[src/rtl/gpio_bank_ctrl.sv]
// -----------------------------------------------------------------------------
// gpio_bank_ctrl
//
// GPIO controller for NUM_GPIO pins, organised as 32-bit register banks.
// Pad inputs are synchronised (2 flops), debounced per pin, and fed to
// per-pin rising/falling edge detectors that set sticky interrupt status.
//
// Register map per bank (reg_addr = {bank, index[2:0]}):
//   0 OUT (rw)   1 OE (rw)      2 IN (ro, debounced)   3 OUT_SET (wo)
//   4 OUT_CLR (wo) 5 RISE_EN (rw) 6 FALL_EN (rw)      7 IRQ_STATUS (r, W1C)
//
// Ports:
//   clk, rst_n       - clock, asynchronous active-low reset
//   reg_wr, reg_rd   - single-cycle write / read strobes
//   reg_addr         - {bank, index}
//   reg_wdata        - write data
//   reg_rdata        - registered read data, valid with reg_rvalid
//   reg_rvalid       - one-cycle read-data valid, cycle after reg_rd
//   gpio_in_data     - asynchronous pad inputs
//   gpio_out_data    - pad output values (OUT flops)
//   gpio_out_enable  - pad output enables (OE flops), 1 = drive
//   irq              - OR of all interrupt status bits
// -----------------------------------------------------------------------------
module gpio_bank_ctrl #(
   parameter int unsigned NUM_GPIO        = 64,
   parameter int unsigned DEBOUNCE_CYCLES = 4,
   parameter int unsigned ADDR_W          = $clog2((NUM_GPIO + 31) / 32) + 3
) (
   input  logic                clk,
   input  logic                rst_n,
   input  logic                reg_wr,
   input  logic                reg_rd,
   input  logic [ADDR_W-1:0]   reg_addr,
   input  logic [31:0]         reg_wdata,
   output logic [31:0]         reg_rdata,
   output logic                reg_rvalid,
   input  logic [NUM_GPIO-1:0] gpio_in_data,
   output logic [NUM_GPIO-1:0] gpio_out_data,
   output logic [NUM_GPIO-1:0] gpio_out_enable,
   output logic                irq
);

   localparam int unsigned NUM_BANKS = (NUM_GPIO + 31) / 32;
   localparam int unsigned PAD_W     = NUM_BANKS * 32;
   // 0 and 1 both mean "accept on the first mismatching cycle"
   localparam int unsigned WIN       = (DEBOUNCE_CYCLES > 1) ? DEBOUNCE_CYCLES : 1;
   localparam int unsigned CNT_W     = (DEBOUNCE_CYCLES > 0) ? $clog2(DEBOUNCE_CYCLES + 1) : 1;
   localparam logic [CNT_W-1:0] CNT_LAST = CNT_W'(WIN - 1);

   localparam logic [2:0] IDX_OUT     = 3'd0;
   localparam logic [2:0] IDX_OE      = 3'd1;
   localparam logic [2:0] IDX_IN      = 3'd2;
   localparam logic [2:0] IDX_OUT_SET = 3'd3;
   localparam logic [2:0] IDX_OUT_CLR = 3'd4;
   localparam logic [2:0] IDX_RISE_EN = 3'd5;
   localparam logic [2:0] IDX_FALL_EN = 3'd6;
   localparam logic [2:0] IDX_STATUS  = 3'd7;

   // ---------------------------------------------------------------------------
   // State
   // ---------------------------------------------------------------------------
   logic [NUM_GPIO-1:0] out_q, oe_q, rise_q, fall_q, status_q;
   logic [NUM_GPIO-1:0] out_n, oe_n, rise_n, fall_n, status_n;
   logic [NUM_GPIO-1:0] sync1_q, sync2_q;
   logic [NUM_GPIO-1:0] filt_q, filt_n;

   // ---------------------------------------------------------------------------
   // Address decode
   // ---------------------------------------------------------------------------
   logic [2:0]          idx;
   logic [31:0]         bank_idx;
   logic                bank_ok;
   logic [NUM_GPIO-1:0] wmask;   // pins belonging to the addressed bank
   logic [NUM_GPIO-1:0] wbits;   // write data aligned to pins, masked to bank

   assign idx = reg_addr[2:0];

   always_comb begin
      bank_idx = 32'(reg_addr) >> 3;
      bank_ok  = (bank_idx < NUM_BANKS);
   end

   // Pins at or above NUM_GPIO have no flops, so writes to them vanish here.
   always_comb begin
      wmask = '0;
      wbits = '0;
      for (int unsigned i = 0; i < NUM_GPIO; i++) begin
         wmask[i] = bank_ok && (bank_idx == (i / 32));
         wbits[i] = wmask[i] & reg_wdata[i % 32];
      end
   end

   // ---------------------------------------------------------------------------
   // Register next-state
   // ---------------------------------------------------------------------------
   always_comb begin
      out_n  = out_q;
      oe_n   = oe_q;
      rise_n = rise_q;
      fall_n = fall_q;
      if (reg_wr) begin
         case (idx)
            IDX_OUT:     out_n  = (out_q  & ~wmask) | wbits;
            IDX_OE:      oe_n   = (oe_q   & ~wmask) | wbits;
            IDX_OUT_SET: out_n  = out_q | wbits;
            IDX_OUT_CLR: out_n  = out_q & ~wbits;
            IDX_RISE_EN: rise_n = (rise_q & ~wmask) | wbits;
            IDX_FALL_EN: fall_n = (fall_q & ~wmask) | wbits;
            default: ;
         endcase
      end
   end

   // W1C is applied first and new edge events are OR-ed in afterwards, so a
   // coincident event keeps its status bit set.
   always_comb begin
      status_n = status_q;
      if (reg_wr && (idx == IDX_STATUS)) begin
         status_n = status_q & ~wbits;
      end
      status_n = status_n
               | (rise_q & ~filt_q &  filt_n)
               | (fall_q &  filt_q & ~filt_n);
   end

   always_ff @(posedge clk or negedge rst_n) begin
      if (!rst_n) begin
         out_q    <= '0;
         oe_q     <= '0;
         rise_q   <= '0;
         fall_q   <= '0;
         status_q <= '0;
      end else begin
         out_q    <= out_n;
         oe_q     <= oe_n;
         rise_q   <= rise_n;
         fall_q   <= fall_n;
         status_q <= status_n;
      end
   end

   // ---------------------------------------------------------------------------
   // Input synchroniser and debounce
   // ---------------------------------------------------------------------------
   always_ff @(posedge clk or negedge rst_n) begin
      if (!rst_n) begin
         sync1_q <= '0;
         sync2_q <= '0;
         filt_q  <= '0;
      end else begin
         sync1_q <= gpio_in_data;
         sync2_q <= sync1_q;
         filt_q  <= filt_n;
      end
   end

   for (genvar i = 0; i < NUM_GPIO; i++) begin : g_deb
      logic [CNT_W-1:0] cnt;

      // Accept the synchronised value once it has differed from filt for a
      // full window; any cycle of agreement restarts the count.
      assign filt_n[i] = ((sync2_q[i] != filt_q[i]) && (cnt == CNT_LAST))
                         ? sync2_q[i] : filt_q[i];

      always_ff @(posedge clk or negedge rst_n) begin
         if (!rst_n) begin
            cnt <= '0;
         end else if (sync2_q[i] == filt_q[i]) begin
            cnt <= '0;
         end else if (cnt == CNT_LAST) begin
            cnt <= '0;
         end else begin
            cnt <= cnt + CNT_W'(1);
         end
      end
   end

   // ---------------------------------------------------------------------------
   // Read path
   // ---------------------------------------------------------------------------
   logic [PAD_W-1:0] out_pad, oe_pad, in_pad, rise_pad, fall_pad, status_pad;
   logic [PAD_W-1:0] sel_pad;
   logic [31:0]      rd_word;

   assign out_pad    = PAD_W'(out_q);
   assign oe_pad     = PAD_W'(oe_q);
   assign in_pad     = PAD_W'(filt_q);
   assign rise_pad   = PAD_W'(rise_q);
   assign fall_pad   = PAD_W'(fall_q);
   assign status_pad = PAD_W'(status_q);

   always_comb begin
      case (idx)
         IDX_OUT:     sel_pad = out_pad;
         IDX_OE:      sel_pad = oe_pad;
         IDX_IN:      sel_pad = in_pad;
         IDX_RISE_EN: sel_pad = rise_pad;
         IDX_FALL_EN: sel_pad = fall_pad;
         IDX_STATUS:  sel_pad = status_pad;
         default:     sel_pad = '0;   // OUT_SET / OUT_CLR are write-only
      endcase
   end

   always_comb begin
      rd_word = '0;
      for (int unsigned b = 0; b < NUM_BANKS; b++) begin
         if (bank_ok && (bank_idx == b)) begin
            rd_word = sel_pad[b*32 +: 32];
         end
      end
   end

   // Read data is captured from the current flops, so a same-cycle write to
   // the same address is observed only by later reads.
   always_ff @(posedge clk or negedge rst_n) begin
      if (!rst_n) begin
         reg_rdata  <= '0;
         reg_rvalid <= 1'b0;
      end else begin
         reg_rvalid <= reg_rd;
         if (reg_rd) begin
            reg_rdata <= rd_word;
         end
      end
   end

   // ---------------------------------------------------------------------------
   // Outputs
   // ---------------------------------------------------------------------------
   assign gpio_out_data   = out_q;
   assign gpio_out_enable = oe_q;
   assign irq             = |status_q;

endmodule

[config.mk]
export PLATFORM = sky130hd
export DESIGN_NAME = gpio_bank_ctrl
export DESIGN_NICKNAME = d
export VERILOG_FILES = /design/src/rtl/gpio_bank_ctrl.sv
export SDC_FILE = /design/constraint.sdc
export NUM_CORES = 1
export LEC_CHECK = 0
export ABC_CLOCK_PERIOD_IN_PS = 1790
export CORE_MARGIN = 1.5
export CORE_UTILIZATION = 58
export CTS_CLUSTER_DIAMETER = 80
export CTS_CLUSTER_SIZE = 12
export DETAILED_ROUTE_END_ITERATION = 16
export PLACE_DENSITY = 0.8
export SYNTH_ARGS = -nofsm -noshare
export SYNTH_HDL_FRONTEND = slang
export SYNTH_SLANG_ARGS = --single-unit
[constraint.sdc]
create_clock -name clk -period 1.79 [get_ports clk]
set_input_delay 0.2685 -clock clk [delete_from_list [all_inputs] [get_ports clk]]
set_output_delay 0.2685 -clock clk [all_outputs]
set_load 0.005 [all_outputs]
==> results of run 1 <==
## through the flow
step	hold slack, ps	util, %	std cells	total power, uW
floorplan	-27.1	-	2540	31100
global placement	194	69.5	3657	37300
detailed placement	197	69.5	3657	38300
CTS	54.4	74.1	3835	52100
global route	64.2	74.4	3846	54800
finish	74.3	74.4	3847	52400
## Yosys cell counts, types with 51 or more instances
master	count
buf_2	58
inv_1	52
dfrtp_1	737
nand2_1	210
a221oi_1	75
xnor2_1	64
nor2b_1	120
a21oi_1	51
mux2_2	271
o21ai_0	148
nand3b_1	52
nor3_1	62
a22o_1	66
ha_1	64
nor3b_1	103
## worst register-to-register path, cell delays in order, from the launching register on
cell      delay [ps]
dfrtp_1          420
buf_4            170
mux2_2           260
a221o_1          300
a221oi_1         320
o32ai_1          130
## kinds of logic after synthesis
family,after synthesis,share of synthesized area (%)
and+or+nand+nor,659,11.9
buffers and inverters,178,2.72
adders and majority gates,64,2.52
muxes,342,12.0
AOI/OAI and AO/OA,496,11.0
DFF,737,58.1
xor gates and xnor gates,64,1.77
## how the worst max path moves through the flow
| stage | from | end | slack [ps] | cells after the start |
|---|---|---|---|---|
| detailed placement | status_pad[20] | irq | -1140 | 6 |
| global route | status_pad[51] | irq | -1130 | 6 |
| floorplan | reg_addr[1] | register | 130 | 6 |
| CTS | status_pad[51] | irq | -1100 | 6 |
| global placement | status_pad[20] | irq | -1140 | 6 |
| finish | status_pad[51] | irq | -1130 | 6 |
## report_power, final
group,switching (uW),internal (uW)
clock network,6160,7220
registers,3540,20800
logic,6610,7990
## repair_timing
action	in CTS	in global routing
hold buffers	1	0
hold endpoints to repair	365	0
resized for setup	119	28
setup buffers	98	11
endpoints found under the setup margin	153	39
pin swaps	1	1
## cell type report
cell class	count	area [um^2]	area share, %
Antenna cell	1	2.50	0.00624
Clock buffer	74	1830	4.56
Clock inverter	5	43.8	0.109
Inverter	56	210	0.524
Multi-Input combinational cell	1625	12500	31.2
Sequential cell	737	18500	46.0
Tap cell	696	871	2.17
Timing Repair Buffer	653	6210	15.5
## routing by layer
metal  vias to the layer above  part of all wire, %
met2                      1490                   46
met4                         4                  5.7
li1                      10500                    -
met1                     12500                   38
met5                         -                0.033
met3                       384                   10
==> results.py, run 1 <==
metrics = {
    "run_status": {
        "status": "finished, violations left",
        "violations": "negative setup slack",
    },
    "pwr": {
        "power.leakage_uw": 0.0186,
        "peakVddDrop_mv": 0.860,
        "p_per_area_nw_per_um2": 1300,
    },
    "final_layout": {
        "fill_cells": 3423,
        "layout-drive-gt1-share_pct": 24.6,
        "most-common-layout-cells": "730 x dfrtp_1, 333 x buf_4, 271 x mux2_2",
        "syn2layout_area_growth_pct": 26.4,
        "finalNetCount": 3312,
        "final_area_um2": 40100,
        "layout_commonest_cell": "dfrtp_1",
    },
    "logic_synthesis": {
        "yosysTopAreaCellShare_pct": 58.1,
        "synthFlopType": "dfrtp_1",
        "synth_edf_count": 0,
        "postSynthAreaPerCell_um2": 12.5,
        "synth-seq-cells": 737,
        "synth-seq-area-share_pct": 58.1,
        "synth_nets": 2708,
        "synthDistinctLibCells": 69,
        "synth_top_cell_by_area": "dfrtp_1",
        "synth_area_um2": 31800,
        "ys_warn_count": 0,
        "yosys-top-cells-area": "dfrtp_1 58%, mux2_2 9.6%, ha_1 2.5%",
        "async_flop_share_pct": 100,
        "synthCells": 2540,
    },
    "floorplan": {
        "dieArea_um2": 56200,
        "die_h_um": 237,
        "rows": 85,
        "coreArea_um2": 53900,
        "dieWidth_um": 237,
        "io_pins": 266,
        "initial_core_util_pct": 58.9,
    },
    "critical_path": {
        "crit_slowest_cell": "or4_4",
        "end_kind": "output port",
        "reg2reg_from": "gpio_out_data[41]",
        "crit_buf_inv": 3,
        "cp_top_family": "simple AND/OR/NAND/NOR gates",
        "worstSetupPathType": "register to output port",
        "critPathArrivalTime_ps": 2650,
        "crit_path_max_incr_delay_ps": 520,
        "critPathLaunchType": "register",
        "rr_endpoint": "reg_rdata[9]",
        "crit_fanout": 2,
        "worst-r2r-setup-slack_ps": 70,
        "path_cells": "nor4_4, buf_4, nand4_1, buf_4, or4_4, buf_6",
        "worst_path_most_repeated_cell": "buf_4",
        "rr_worst_depth": 5,
        "crit_required_ps": 1520,
    },
    "timing": {
        "drv_slew": 0,
        "setup_slack_ps": -1130,
        "max_freq_mhz": 343,
        "period_share_pct": 163,
        "rsz0062_at_grt": "true",
        "fin_crit_ps": 2920,
        "tightest_slew_ps": 574,
        "relSlewSlack_pct": 60.7,
        "finClkSkew_ps": 17.2,
        "tns_ps": -1130,
        "hold_viol_final": 0,
        "setup_violations": 1,
    },
    "clock_tree": {
        "cts_buffer_depth": 3,
        "cts_buffers": 71,
        "clkTransAtPathRegs_ps": 60,
        "cts_tree": "done",
        "clock-sinks": 737,
        "clk_latency_ps": 630,
        "cts_root_buf": "clkbuf_16",
        "htree_levels": 3,
    },
    "min_path": {
        "hold_end": "sync1_q[27]",
        "min_path_cells": 1,
        "min_path_type": "input port to register",
        "hp-start": "gpio_in_data[27]",
    },
    "route": {
        "drc_errors": 0,
        "num_vias": 24800,
        "finalWirelength_um": 102000,
        "drtAntennaViolNets": 0,
        "routed_via_density": 6.45,
        "avgRoutedWirePerCell_um": 26.4,
        "drt_iter0_drc": 3010,
        "firstDrtPassIters": 6,
    },
    "global_route": {
        "met2_usage_pct": 57.7,
        "grt_pass1_vias": 25900,
        "grt_overflow_total": 0,
        "met1_usage_pct": 47.9,
        "grt_pass1_wl_um": 154000,
        "busiest_layer": "met2",
        "antenna_found_initial": 4,
        "grt_usage_pct": 36.6,
        "use_met3_pct": 8.14,
        "grt_max_degree": 76,
    },
    "placed_design": {
        "dp_hpwl_um": 69400,
        "dpl_cell_area_um2": 37500,
        "gp_congestion": 0.953,
        "io_buffers": 265,
        "dp_slack_ps": -1140,
    },
    "run": {
        "cap_violations": 0,
    },
}
(Power assumes the default switching activity.)
==> inputs of run 2 (changes only) <==
- SKIP_CTS_REPAIR_TIMING: default -> 1
==> run 2 against run 1 <==
The run still ends with negative setup slack left; global-route usage fell by 0.72 points; total power rose by 0.21%; clock power about the same; critical path depth did not move; largest power group unchanged.
==> results.py, run 2 (synthesis results as in run 1) <==
metrics = {
    "timing": {
        "drv_slew": 0,
        "whs_ps": 78.9,
        "setup_violations": 1,
        "hold_viol_final": 0,
        "max_freq_mhz": 343,
        "period_share_pct": 163,
        "finClkSkew_ps": 16.9,
        "fin_crit_ps": 2920,
        "rsz0062_at_grt": "true",
        "tightest_slew_ps": 579,
        "setup_slack_ps": -1130,
        "relSlewSlack_pct": 60.3,
    },
    "critical_path": {
        "worstSetupPathType": "register to output port",
        "crit_path_max_incr_delay_ps": 510,
        "startpoint": "status_pad[51]",
        "cp_top_family": "simple AND/OR/NAND/NOR gates",
        "critPathArrivalTime_ps": 2650,
        "crit_buf_inv": 3,
        "crit_end": "irq",
        "worst_path_most_repeated_cell": "buf_4",
        "critical_path_depth": 6,
        "rr_endpoint": "reg_rdata[0]",
        "path_cells": "nor4_4, buf_4, nand4_1, buf_4, or4_4, clkbuf_2",
        "crit_required_ps": 1520,
        "critPathLaunchType": "register",
        "worst-r2r-setup-slack_ps": 90,
        "crit_fanout": 2,
        "rr_worst_depth": 5,
        "crit_slowest_cell": "or4_4",
        "end_kind": "output port",
    },
    "final_layout": {
        "syn2layout_area_growth_pct": 27.5,
        "seq_area_um2": 18500,
        "layout_commonest_cell": "dfrtp_1",
        "final_area_um2": 40500,
        "finalNetCount": 3305,
        "fin_cells": 3843,
        "most-common-layout-cells": "727 x dfrtp_1, 326 x buf_4, 271 x mux2_2",
        "fill_cells": 3350,
        "multi_input_area_um2": 12500,
        "layout-drive-gt1-share_pct": 24.5,
    },
    "clock_tree": {
        "cts_buffer_depth": 3,
        "clk_latency_ps": 630,
        "clock-sinks": 737,
        "cts_tree": "done",
        "cts_root_buf": "clkbuf_16",
        "htree_levels": 3,
        "cts_buffers": 71,
        "clkTransAtPathRegs_ps": 60,
    },
    "route": {
        "num_vias": 24800,
        "routed_via_density": 6.44,
        "drt_iter0_drc": 3027,
        "finalWirelength_um": 102000,
        "firstDrtPassIters": 8,
        "drtAntennaViolNets": 0,
        "avgRoutedWirePerCell_um": 26.5,
        "drc_errors": 0,
    },
    "pwr": {
        "swShare_pct": 31.0,
        "p_int_uw": 36200,
        "peakVddDrop_mv": 0.849,
        "clockPowerShare_pct": 25.4,
        "switchingPower_uw": 16300,
        "p_comb_share_pct": 27.9,
        "p_per_area_nw_per_um2": 1300,
        "power.leakage_uw": 0.0196,
        "power_frac_seq_pct": 46.6,
    },
    "placed_design": {
        "gp_congestion": 0.953,
        "dp_hpwl_um": 69400,
        "dpl_cell_area_um2": 37500,
        "dp_slack_ps": -1140,
        "io_buffers": 265,
        "dp_cells": 3657,
    },
    "global_route": {
        "use_met3_pct": 8.69,
        "grt_pass1_wl_um": 151000,
        "met1_usage_pct": 46.9,
        "grt_pass1_vias": 25300,
        "grt_overflow_total": 0,
        "antenna_found_initial": 3,
        "grt_max_degree": 76,
        "busiest_layer": "met2",
        "met2_usage_pct": 56.4,
        "grt_usage_pct": 35.9,
    },
    "floorplan": {
        "dieWidth_um": 237,
        "io_pins": 266,
        "coreArea_um2": 53900,
        "rows": 85,
        "initial_core_util_pct": 58.9,
        "dieArea_um2": 56200,
        "die_h_um": 237,
    },
    "min_path": {
        "min_path_type": "input port to register",
    },
    "run_status": {
        "status": "finished, violations left",
        "violations": "negative setup slack",
    },
    "run": {
        "cap_violations": 0,
    },
}
[run 2: cell types whose count changed in the layout (fill, tap and decap cells not counted), sizes merged]
cell	change
dlymetal6s2s	+106
dlygate4sd2	-104
buf	-8
diode	+3
clkdlybuf4s50	-2
clkbuf	+1
[run 2: power by group through the flow]
stage	clock, uW	combinational, uW	sequential (uW)
2_1_floorplan	0	7470	23600
3_3_place_gp	0	13000	24300
3_5_place_dp	0	13600	24700
4_1_cts	13500	13800	24400
5_1_grt	14100	15800	24900
6_report	13400	14700	24500
[run 2: cell type report]
type | count | share of cell area [%]
repair buffers | 646 | 16.2
flip-flops and latches | 737 | 45.6
clock buffers | 74 | 4.52
well taps | 696 | 2.15
clock inverters | 5 | 0.108
inverters | 56 | 0.519
diodes | 4 | 0.0247
multi-input cells | 1625 | 30.9
[run 2: how the worst min path moves through the flow]
stage	from	endpoint	slack, ps	cells past startpoint
floorplan	rst_n	async pin	-30	0
global placement	rst_n	sync1_q[19]	190	1
detailed placement	rst_n	sync1_q[19]	200	1
CTS	rst_n	sync1_q[19]	-450	1
global route	gpio_in_data[53]	sync1_q[53]	60	1
finish	gpio_in_data[4]	sync1_q[4]	80	1
[run 2: routing by layer]
layer	part of all wire, %	vias up
met1	38	12500
met3	10	369
met5	0.013	-
met4	5.5	2
met2	46	1493
li1	-	10400
[run 2: stage by stage]
stage / TNS (ps) / util, % / power [uW]
3_5_place_dp: -44250 / 69.5 / 38300
6_report: -1130 / 75.1 / 52500
4_1_cts: -8700 / 72.9 / 51700
5_1_grt: -1250 / 75.1 / 54900
2_1_floorplan: 0 / - / 31100
3_3_place_gp: -31950 / 69.5 / 37300
